--- src/rtl/pc_fetch_unit.sv ---
// PC register and instruction-fetch sequencer (IDLE/FETCH/READY/HALT).
// Define PC_FETCH_PERF_EN to add the saturating retiredCount/stallCount outputs.
module pc_fetch_unit #(
  parameter logic [31:0] RESET_PC     = 32'h0000_0000,
  parameter int unsigned IMEM_TIMEOUT = 16
) (
  input  logic        clk,
  input  logic        rst_n,
  input  logic [31:0] nextPc,
  input  logic        pcWrite,
  output logic        imemReq,
  output logic [31:0] imemAddr,
  input  logic        imemAck,
  input  logic [31:0] imemRdata,
  output logic [31:0] pc,
  output logic [31:0] pcPlus4,
  output logic [31:0] instr,
  output logic        instrValid,
  output logic        misalignErr,
  output logic        timeoutErr
`ifdef PC_FETCH_PERF_EN
  ,
  output logic [31:0] retiredCount,
  output logic [31:0] stallCount
`endif
);

  typedef enum logic [1:0] {
    IDLE  = 2'd0,
    FETCH = 2'd1,
    READY = 2'd2,
    HALT  = 2'd3
  } state_e;

  localparam logic [7:0] TIMEOUT_LAST = 8'(IMEM_TIMEOUT - 1);

  function automatic logic [31:0] sat_inc(input logic [31:0] v);
    return (v == 32'hFFFF_FFFF) ? v : v + 32'd1;
  endfunction

  state_e      state_q, state_d;
  logic [31:0] pc_q, pc_d;
  logic [31:0] instr_q, instr_d;
  logic        valid_q, valid_d;
  logic        req_q, req_d;
  logic        mis_q, mis_d;
  logic        to_q, to_d;
  logic [7:0]  cnt_q, cnt_d;
`ifdef PC_FETCH_PERF_EN
  logic [31:0] retired_q, retired_d;
  logic [31:0] stall_q, stall_d;
`endif

  // Next-state and datapath updates for the fetch sequencer
  always_comb begin
    state_d = state_q;
    pc_d    = pc_q;
    instr_d = instr_q;
    valid_d = valid_q;
    mis_d   = mis_q;
    to_d    = to_q;
    cnt_d   = cnt_q;
`ifdef PC_FETCH_PERF_EN
    retired_d = retired_q;
    stall_d   = stall_q;
`endif
    case (state_q)
      IDLE: begin
        state_d = FETCH;
      end
      FETCH: begin
        if (imemAck) begin
          instr_d = imemRdata;
          valid_d = 1'b1;
          cnt_d   = 8'd0;
          state_d = READY;
        end else if (cnt_q == TIMEOUT_LAST) begin
          to_d    = 1'b1;
          state_d = HALT;
        end else begin
          cnt_d = cnt_q + 8'd1;
        end
      end
      READY: begin
        if (pcWrite) begin
          valid_d = 1'b0;
          if (nextPc[1:0] == 2'b00) begin
            pc_d    = nextPc;
            state_d = FETCH;
`ifdef PC_FETCH_PERF_EN
            retired_d = sat_inc(retired_q);
`endif
          end else begin
            mis_d   = 1'b1;
            state_d = HALT;
          end
        end else begin
`ifdef PC_FETCH_PERF_EN
          stall_d = sat_inc(stall_q);
`endif
        end
      end
      HALT: begin
        valid_d = 1'b0;
      end
      default: begin
        state_d = IDLE;
        valid_d = 1'b0;
      end
    endcase
    // Request is registered so it tracks the state being entered
    req_d = (state_d == FETCH);
  end

  // State and output registers
  always_ff @(posedge clk or negedge rst_n) begin
    if (!rst_n) begin
      state_q <= IDLE;
      pc_q    <= RESET_PC;
      instr_q <= 32'd0;
      valid_q <= 1'b0;
      req_q   <= 1'b0;
      mis_q   <= 1'b0;
      to_q    <= 1'b0;
      cnt_q   <= 8'd0;
`ifdef PC_FETCH_PERF_EN
      retired_q <= 32'd0;
      stall_q   <= 32'd0;
`endif
    end else begin
      state_q <= state_d;
      pc_q    <= pc_d;
      instr_q <= instr_d;
      valid_q <= valid_d;
      req_q   <= req_d;
      mis_q   <= mis_d;
      to_q    <= to_d;
      cnt_q   <= cnt_d;
`ifdef PC_FETCH_PERF_EN
      retired_q <= retired_d;
      stall_q   <= stall_d;
`endif
    end
  end

  assign imemReq     = req_q;
  assign imemAddr    = pc_q;
  assign pc          = pc_q;
  assign pcPlus4     = pc_q + 32'd4;
  assign instr       = instr_q;
  assign instrValid  = valid_q;
  assign misalignErr = mis_q;
  assign timeoutErr  = to_q;
`ifdef PC_FETCH_PERF_EN
  assign retiredCount = retired_q;
  assign stallCount   = stall_q;
`endif

endmodule
--- config.mk ---
export PLATFORM = sky130hd
export DESIGN_NAME = pc_fetch_unit
export DESIGN_NICKNAME = d
export VERILOG_FILES = /design/src/rtl/pc_fetch_unit.sv
export SDC_FILE = /design/constraint.sdc
export NUM_CORES = 1
export LEC_CHECK = 0
export ABC_AREA = 0
export ABC_CLOCK_PERIOD_IN_PS = 2200
export CORE_MARGIN = 10
export CORE_UTILIZATION = 41
export DETAILED_ROUTE_END_ITERATION = 10
export PLACE_DENSITY = 0.88
export SETUP_SLACK_MARGIN = 0.05
export SLEW_MARGIN = 20
export SYNTH_ARGS = -nofsm -noshare
export SYNTH_HDL_FRONTEND = slang
export SYNTH_SLANG_ARGS = --single-unit
--- constraint.sdc ---
create_clock -name clk -period 2.2 [get_ports clk]
set_input_delay 0.22 -clock clk [delete_from_list [all_inputs] [get_ports clk]]
set_output_delay 0.22 -clock clk [all_outputs]
set_load 0.01 [all_outputs]
==> results of run 1 <==
==> sequential cells by signal, summed over array words and instances (netlist names) <==
| name | flops |
|---|---|
| misalignErr | 1 |
| imemReq | 1 |
| state_q | 2 |
| imemAddr | 32 |
| instrValid | 1 |
| cnt_q | 8 |
| timeoutErr | 1 |
| instr | 32 |
==> metal layers <==
layer | GRT usage | up-vias
met5 | 0 | -
met4 | 0.04504 | 0
met3 | 0.07274 | 24
met2 | 0.3071 | 150
met1 | 0.1825 | 1650
li1 | - | 1537
==> per-stage QoR <==
step | total power, mW | hold WS (ps) | utilization | TNS [ps]
6_report | 4.467 | 399.9 | 0.6720 | -62.22
5_1_grt | 4.695 | 425.9 | 0.6720 | -1308
4_1_cts | 4.501 | 389.4 | 0.6601 | -319.6
3_5_place_dp | 3.363 | 227.3 | 0.6351 | 0
3_3_place_gp | 3.301 | 218.7 | 0.6351 | 0
2_1_floorplan | 2.416 | -75.59 | - | 0
==> cell usage in the layout (no fill, tap or decap), types with 3 or more instances in the layout <==
cell	count
sky130_fd_sc_hd__clkdlybuf4s50_1	173
sky130_fd_sc_hd__dfrtp_1	77
sky130_fd_sc_hd__buf_4	46
sky130_fd_sc_hd__mux2_4	28
sky130_fd_sc_hd__mux2_2	24
sky130_fd_sc_hd__xnor2_1	21
sky130_fd_sc_hd__buf_2	17
sky130_fd_sc_hd__nand2_1	14
sky130_fd_sc_hd__nand3_1	13
sky130_fd_sc_hd__mux2_1	10
sky130_fd_sc_hd__nor2_1	9
sky130_fd_sc_hd__clkbuf_8	9
sky130_fd_sc_hd__nand4_1	7
sky130_fd_sc_hd__xor2_1	6
sky130_fd_sc_hd__and3_1	5
sky130_fd_sc_hd__o21ai_0	5
sky130_fd_sc_hd__clkbuf_2	5
sky130_fd_sc_hd__nand3_4	4
sky130_fd_sc_hd__nand2_2	4
sky130_fd_sc_hd__a21oi_1	4
sky130_fd_sc_hd__clkinv_2	4
sky130_fd_sc_hd__inv_1	3
sky130_fd_sc_hd__nor4_4	3
sky130_fd_sc_hd__nor2_2	3
sky130_fd_sc_hd__buf_6	3
==> kinds of logic after synthesis <==
group / Yosys count / synth area share
fa+ha+maj: 2 / 0.006193
buf+inv: 47 / 0.08919
flops: 78 / 0.4831
simple gates: 86 / 0.1295
xor+xnor: 29 / 0.06287
mux: 62 / 0.1988
compound gates: 19 / 0.03035
==> final cells by class <==
cell class | instances | share of cell area
clock inverter | 7 | 0.01365
tap | 133 | 0.02557
clock buffer | 9 | 0.01903
sequential | 78 | 0.3001
timing repair buffer | 251 | 0.3567
multi-input combinational | 198 | 0.2832
inverter | 3 | 0.001730
==> how the worst min path moves through the flow <==
stage                      from         to  slack, ps  depth (start not counted)
after global routing      rst_n  instr[10]        430                          2
after detailed placement  rst_n  instr[10]        230                          1
after global placement    rst_n  instr[10]        220                          1
after CTS                 rst_n  instr[10]        390                          2
final                     rst_n  instr[10]        400                          2
after floorplan           rst_n   cnt_q[0]        -80                          0
==> where the power goes <==
group	switching [mW]	total, mW	internal, mW
clock network	0.521	1.15	0.633
logic	0.568	1.46	0.894
registers	0.175	1.85	1.68
total	1.26	4.47	3.20
==> worst max-delay path: cells and delay by family (launching register included) <==
kind,cells,cell delay [ps]
simple gates,2,430
xor+xnor,1,190
buf+inv,4,580
flops,1,490
==> what timing repair did <==
action	4_1_cts	5_1_grt
hold buffers	1	0
setup buffers	6	9
resized for setup	83	36
endpoints found under the setup margin	24	23
hold endpoints to repair	38	0
pin swaps	7	10
==> qor.yml, run 1 <==
cts:
  clk_latency_ps: 340
  ctsRootBufferMaster: "sky130_fd_sc_hd__clkbuf_8"
  clock_tree_from_tritoncts: "built"
  clkTransAtPathRegs_ps: 80
  clock_sink_count: 78
  htree_num_levels: 3
  ctsLongestPathBuffers: 2
  cts-buffers-inserted: 9
setup_path:
  r2r-start: "cnt_q[0]"
  timing_worst_setup_path_type: "register to output port"
  critical-path-slowest-cell: "sky130_fd_sc_hd__dfrtp_1"
  worst-endpoint-required_ps: 1980
  critPathLaunch: "imemAddr[15]"
  r2r-end: "imemReq"
  crit_path_cell_chain: "inv_1, nor4_4, buf_6, buf_4, nand3_1, xnor2_1, buf_2"
  worst_setup_path_end_kind: "output port"
  startpoint_type: "register"
  worstRegToRegCells: 5
  ff2ff_setup_slack_ps: 300
  crit_path_end: "pcPlus4[20]"
  cp.arrival_ps: 2020
  crit_fanout: 4
  critical-path-max-stage-delay_ps: 490
grt:
  number_of_antenna_violations_at_the_first_check_in_global_routing: 0
  number_of_global_route_vias_before_repair: 3590
  overflow: 0
  grt_start_max_net_pins: 41
  grt_first_pass_wirelength_um: 19880
  groute.usage.overall: 0.1721
floorplanning:
  die_w_um: 119.3
  core_area_um2: 9684
  std_cell_rows: 36
  height_of_the_die_um: 119.3
  start_util: 0.4172
  dieArea_um2: 14220
  floorplan.io_pins: 200
sta:
  final.setup_skew_ps: 8.473
  unrepaired_setup_endpoints_after_global_routing: "yes"
  achievable-frequency_mhz: 446.2
  period_minus_slack_ps: 2241
  worst_slew_pin_slew_ps: 516.2
  max_slew_margin: 0.6533
  share_of_the_clock_period_used_by_the_worst_path: 1.019
  finalWorstSetupSlack_ps: -41.27
  finalHoldViolations: 0
  report.final.slew_viol_count: 0
  final_setup_violating_endpoints: 2
place:
  finalWeightedCongestion: 0.8710
  placement.cell_area_um2: 6151
  hpwlAfterDp_um: 10070
  dpl_cells: 648
  port-buffer-count: 199
  dpl_worst_slack_ps: 48.00
yosys:
  ys_seq_elements: 78
  post_synth_top_area_cell: "sky130_fd_sc_hd__dfrtp_1"
  post-synth-top-count-cell: "sky130_fd_sc_hd__dfrtp_1"
  yosys.area.top_type_share: 0.4831
  synth_commonest_cells: "sky130_fd_sc_hd__dfrtp_1, sky130_fd_sc_hd__buf_4, sky130_fd_sc_hd__mux2_4"
  synth.yosys.warnings: 0
  async_reset_ff_frac: 1.000
  postSynthAreaPerCell_um2: 12.51
  post_synthesis_cell_area_um2: 4040
  synth-edff-count: 0
  syn_nets: 393
  number_of_distinct_standard_cells_referenced_by_the_synthesized_netlist: 46
  dominantRegCellSynth: "sky130_fd_sc_hd__dfrtp_1"
  postSynthCellCount: 323
  ys_top_cells_by_area: "sky130_fd_sc_hd__dfrtp_1, sky130_fd_sc_hd__mux2_4, sky130_fd_sc_hd__mux2_2"
  yosysSeqAreaShare: 0.4831
cells_and_area:
  nNetsFinal: 611
  layout.filler_cells: 746
  fin_area_um2: 6507
  multi_input_comb_area_um2: 1843
  final_layout_size_suffix_gt1_frac: 0.3040
  syn_to_final_growth_pct: 61.07
  layout.area.seq_um2: 1953
  instances_no_fill: 679
  num_antenna_cells: 0
detailed_routing:
  detailroute.via_count: 3361
  topRoutingLayerUsed: "met4"
  wl_met2_um: 6843
  totalWireLength_um: 13100
  via_per_inst: 4.950
  drt_initial_violations: 181
  met1Wirelength_um: 4789
  drc_errors: 0
  drt.antenna.violating_nets: 0
  first_pass_iters: 4
  routed-wl-met3_um: 1198
  drt-wirelength-per-cell_um: 19.29
outcome:
  violations_in_the_final_reports: "negative setup slack"
  result_of_the_run: "complete, but fails checks"
pwr:
  power_density_nw_per_um2: 686.5
  irDropWorstVdd_uv: 557.4
  power_leakage_nw: 3.019
hold_path:
  timing.hold.worst.class: "input port to async pin"
job:
  max_capacitance_violation_total: 0
No activity file was read; power rests on OpenSTA's default activity.
==> inputs of run 2 (changes only) <==
==> constraint.sdc (replaced) <==
create_clock -name clk -period 2.2 [get_ports clk]
set_input_delay 0.22 -clock clk [delete_from_list [all_inputs] [get_ports clk]]
set_output_delay 0.22 -clock clk [all_outputs]
set_load 0.1 [all_outputs]
==> run 2 against run 1 <==
Against the previous run:
- the run still ends with negative setup slack left
- power grew 59%
- fmax shrank 13%
- critical path depth stayed put
- combinational power increased to 2.7 times the previous value
- design area rose by 14%
- worst setup slack got worse by 340 ps
- clock power up 8%
- via count grew 14%
- sequential share of layout area fell by 2.4 points
- register-to-register slack improved by 60 ps
==> qor.yml, run 2 (synthesized netlist as in run 1, its figures left out) <==
grt:
  number_of_global_route_vias_before_repair: 3874
  overflow: 0
  grt_start_max_net_pins: 41
  groute.usage.overall: 0.2260
  number_of_antenna_violations_at_the_first_check_in_global_routing: 0
  grt_first_pass_wirelength_um: 25050
place:
  dpl_worst_slack_ps: 8.696
  dpl_cells: 627
  finalWeightedCongestion: 0.8754
  hpwlAfterDp_um: 10770
  port-buffer-count: 199
pwr:
  irDropWorstVdd_uv: 899.6
  switching_share: 0.5227
  netSwitchingPower_mw: 3.706
  clkPwrFrac: 0.175
  fraction_of_power_consumed_by_sequential_logic: 0.270
  power.share.combinational: 0.556
  power_leakage_nw: 3.543
  power.internal_mw: 3.384
  power_density_nw_per_um2: 954.0
outcome:
  result_of_the_run: "complete, but fails checks"
  violations_in_the_final_reports: "negative setup slack"
detailed_routing:
  drc_errors: 0
  detailroute.via_count: 3847
  first_pass_iters: 4
  drt-wirelength-per-cell_um: 26.38
  drt.antenna.violating_nets: 0
  totalWireLength_um: 18360
  via_per_inst: 5.527
  drt_initial_violations: 318
sta:
  period_minus_slack_ps: 2584
  final.hold.worst_slack_ps: 403.5
  unrepaired_setup_endpoints_after_global_routing: "yes"
  finalHoldViolations: 0
  finalWorstSetupSlack_ps: -384.2
  worst_slew_pin_slew_ps: 610.5
  achievable-frequency_mhz: 387.0
  max_slew_margin: 0.5930
  report.final.slew_viol_count: 0
  final.setup_skew_ps: 27.67
  share_of_the_clock_period_used_by_the_worst_path: 1.175
  final_setup_violating_endpoints: 21
cells_and_area:
  syn_to_final_growth_pct: 83.96
  instances_no_fill: 696
  mostFrequentLayoutCell: "sky130_fd_sc_hd__buf_4"
  nNetsFinal: 628
  final_layout_size_suffix_gt1_frac: 0.6377
  final_util: 0.7674
  layout_common_cells: "sky130_fd_sc_hd__buf_4, sky130_fd_sc_hd__clkdlybuf4s50_1, sky130_fd_sc_hd__dfrtp_1"
  num_antenna_cells: 0
floorplanning:
  start_util: 0.4172
  floorplan.io_pins: 200
  height_of_the_die_um: 119.3
  dieArea_um2: 14220
  core_area_um2: 9684
  die_w_um: 119.3
  std_cell_rows: 36
cts:
  ctsLongestPathBuffers: 2
  clkTransAtPathRegs_ps: 100
  cts-buffers-inserted: 9
  ctsRootBufferMaster: "sky130_fd_sc_hd__clkbuf_8"
  clock_sink_count: 78
  clk_latency_ps: 370
  clock_tree_from_tritoncts: "built"
  htree_num_levels: 3
setup_path:
  worst-endpoint-required_ps: 1980
  timing_worst_setup_path_type: "register to output port"
  startpoint_type: "register"
  worst_setup_path_end_kind: "output port"
  crit_fanout: 8
  cp.arrival_ps: 2360
  ff2ff_setup_slack_ps: 360
job:
  max_capacitance_violation_total: 0
hold_path:
  timing.hold.worst.class: "input port to async pin"
run 2: cell type report:
| cell class | instances | area (um2) |
|---|---|---|
| sequential | 78 | 2056 |
| tap | 133 | 166.4 |
| multi-input combinational | 198 | 2410 |
| clock buffer | 12 | 145.1 |
| fill | 523 | 2252 |
| timing repair buffer | 268 | 2574 |
| inverter | 3 | 11.26 |
| clock inverter | 4 | 70.07 |
run 2: worst max-delay path, cell delays in order, from the launching register on:
cell and delay (ps):
sky130_fd_sc_hd__dfrtp_4 480, sky130_fd_sc_hd__ha_4 160, sky130_fd_sc_hd__nand4_1 200, sky130_fd_sc_hd__nor4_4 240, sky130_fd_sc_hd__buf_6 190, sky130_fd_sc_hd__nand4_1 240, sky130_fd_sc_hd__xnor2_4 280, sky130_fd_sc_hd__buf_12 200
run 2: stage by stage:
stage          TNS [ps]  power, mW  area (um2)
6_report          -4024      7.090        7432
2_1_floorplan     -4680      4.774        4647
3_3_place_gp          0      5.659        6620
4_1_cts          -714.6      6.999        7222
5_1_grt           -5052      7.269        7432
3_5_place_dp          0      5.726        6620
run 2: path summary, 6_finish.rpt:
kind / endpoint / startpoint / cells past startpoint
max reg2reg: imemReq / cnt_q[0] / 5
max in group asynchronous: imemAddr[27] / rst_n / 3
max: pcPlus4[28] / imemAddr[2] / 7
min in group clk: instr[8] / imemRdata[8] / 2
min reg2reg: timeoutErr / timeoutErr / 1
min: imemAddr[20] / rst_n / 2
run 2: per-layer routing:
metal,GRT usage,share of wire
met5,0,0
met4,0.07557,0.034
met1,0.2580,0.37
met3,0.06377,0.10
met2,0.3973,0.49
run 2: what timing repair did:
action,4_1_cts,5_1_grt
hold buffers,1,0
setup buffers,33,19
setup endpoints to repair,24,23
hold endpoints to repair,39,0
gates resized for setup,26,14
pin swaps,17,19
run 2: power by group through the flow:
stage / sequential (mW) / clock (mW) / combinational, mW
CTS: 1.91 / 1.22 / 3.87
global placement: 1.96 / 0 / 3.70
finish: 1.91 / 1.24 / 3.94
detailed placement: 1.99 / 0 / 3.74
global route: 1.94 / 1.30 / 4.03
floorplan: 3.53 / 0 / 1.24
==> inputs of run 3 (changes only) <==
CORE_UTILIZATION = 32   (was 41)
PLACE_DENSITY = 0.73   (was 0.88)
==> run 3 against run 2 <==
Against the previous run:
- the run still ends with negative setup slack left
- worst setup slack gained 33 ps
- flip-flop and latch count is the same
- fmax grew 1.3%
- wire length shrank 12%
- die area grew 23%
- critical endpoint unchanged
- design area grew 1.8%
- core utilization shrank 15 points
- critical path type unchanged
- combinational power shrank 1%
- largest power group unchanged
==> qor.yml, run 3 (synthesized netlist as in run 1, its figures left out) <==
outcome:
  result_of_the_run: "complete, but fails checks"
  violations_in_the_final_reports: "negative setup slack"
pwr:
  irDropWorstVdd_uv: 821.7
  design_power_mw: 7.313
  power_leakage_nw: 3.613
  power_density_nw_per_um2: 966.8
grt:
  number_of_antenna_violations_at_the_first_check_in_global_routing: 0
  grt_start_max_net_pins: 43
  groute.usage.overall: 0.1644
  overflow: 0
  number_of_global_route_vias_before_repair: 3739
  grt_first_pass_wirelength_um: 22560
detailed_routing:
  routed-wl-met3_um: 1300
  drt.antenna.violating_nets: 0
  first_pass_iters: 5
  drt-wirelength-per-cell_um: 22.21
  via_per_inst: 4.846
  wl_met2_um: 8438
  met1Wirelength_um: 6180
  drc_errors: 0
  topRoutingLayerUsed: "met4"
  totalWireLength_um: 16150
  detailroute.via_count: 3523
  drt_initial_violations: 253
setup_path:
  r2r-end: "imemAddr[28]"
  crit_path_end: "pcPlus4[28]"
  worstRegToRegCells: 4
  worst-endpoint-required_ps: 1980
  r2r-start: "state_q[0]"
  timing_worst_setup_path_type: "register to output port"
  critPathLaunch: "imemAddr[19]"
  worst_setup_path_end_kind: "output port"
  startpoint_type: "register"
  cp.arrival_ps: 2330
  ff2ff_setup_slack_ps: 450
  crit_fanout: 5
place:
  finalWeightedCongestion: 0.8293
  port-buffer-count: 199
  dpl_worst_slack_ps: 8.335
  hpwlAfterDp_um: 10720
  dpl_cells: 660
cells_and_area:
  layout.filler_cells: 904
  mostFrequentLayoutCell: "sky130_fd_sc_hd__buf_4"
  syn_to_final_growth_pct: 87.24
  layout.area.seq_um2: 2056
  instances_no_fill: 727
  nNetsFinal: 626
  multi_input_comb_area_um2: 2407
  layout_common_cells: "sky130_fd_sc_hd__buf_4, sky130_fd_sc_hd__clkdlybuf4s50_1, sky130_fd_sc_hd__dfrtp_1"
  final_layout_size_suffix_gt1_frac: 0.6351
  num_antenna_cells: 0
floorplanning:
  std_cell_rows: 40
  dieArea_um2: 17520
  floorplan.io_pins: 200
  start_util: 0.3308
  die_w_um: 132.4
  height_of_the_die_um: 132.4
  core_area_um2: 12210
cts:
  htree_num_levels: 3
  ctsLongestPathBuffers: 2
  ctsRootBufferMaster: "sky130_fd_sc_hd__clkbuf_16"
  clock_tree_from_tritoncts: "built"
  clkTransAtPathRegs_ps: 60
  cts-buffers-inserted: 9
  clk_latency_ps: 340
  clock_sink_count: 78
job:
  max_capacitance_violation_total: 0
sta:
  final.setup_skew_ps: 6.359
  setup_tns_ps: -2126
  finalHoldViolations: 0
  max_slew_margin: 0.6113
  share_of_the_clock_period_used_by_the_worst_path: 1.160
  report.final.slew_viol_count: 0
  finalWorstSetupSlack_ps: -351.5
  unrepaired_setup_endpoints_after_global_routing: "yes"
  worst_slew_pin_slew_ps: 583.0
  final_setup_violating_endpoints: 17
  achievable-frequency_mhz: 391.9
  period_minus_slack_ps: 2552
hold_path:
  timing.hold.worst.class: "input port to async pin"
==> run 3: how the worst min path moves through the flow <==
stage / to / slack, ps
floorplan: cnt_q[0] / -80
global placement: imemAddr[31] / 250
detailed placement: imemAddr[31] / 260
CTS: imemAddr[31] / 440
global route: imemAddr[9] / 470
finish: imemAddr[9] / 420
==> run 3: repair_timing <==
item | CTS | global route
endpoints found under the setup margin | 22 | 22
endpoints found under the hold margin | 41 | 0
hold buffers | 1 | 0
pin swaps | 19 | 19
gates resized for setup | 29 | 17
cloned | 0 | 0
setup buffers | 22 | 32
==> run 3: area by class of cell <==
class                   count  area share
flip-flops and latches     78      0.2717
clock inverters             1    0.003970
inverters                   3    0.001489
multi-input cells         198      0.3182
clock buffers              13     0.03440
repair buffers            266      0.3424
well taps                 168     0.02779
==> run 3: power by group <==
part | leakage, nW | total, mW | switching, mW | internal, mW
Sequential | 0.969 | 1.93 | 0.223 | 1.71
Combinational | 2.50 | 3.89 | 2.88 | 1.01
Clock | 0.142 | 1.49 | 0.561 | 0.929
Total | 3.61 | 7.31 | 3.66 | 3.65
==> run 3: routing by layer <==
layer	global-route usage	vias up
met4	0.04523	0
met2	0.2835	176
li1	-	1567
met5	0	-
met1	0.1834	1765
met3	0.06479	15
==> run 3: through the flow <==
| step | area [um2] | util | hold slack [ps] |
|---|---|---|---|
| 2_1_floorplan | 4647 | - | -75.59 |
| 3_3_place_gp | 6661 | 0.5455 | 253.3 |
| 3_5_place_dp | 6661 | 0.5455 | 257.2 |
| 4_1_cts | 7266 | 0.5950 | 444.6 |
| 5_1_grt | 7565 | 0.6195 | 465.2 |
| 6_report | 7565 | 0.6195 | 421.9 |
==> run 3: worst max-delay path, stage by stage, from the launching register on <==
cell and delay [ps]:
sky130_fd_sc_hd__dfrtp_4 460, sky130_fd_sc_hd__nand4_1 200, sky130_fd_sc_hd__nor2_2 250, sky130_fd_sc_hd__buf_4 210
sky130_fd_sc_hd__nand4_1 340, sky130_fd_sc_hd__xnor2_4 330, sky130_fd_sc_hd__buf_12 200
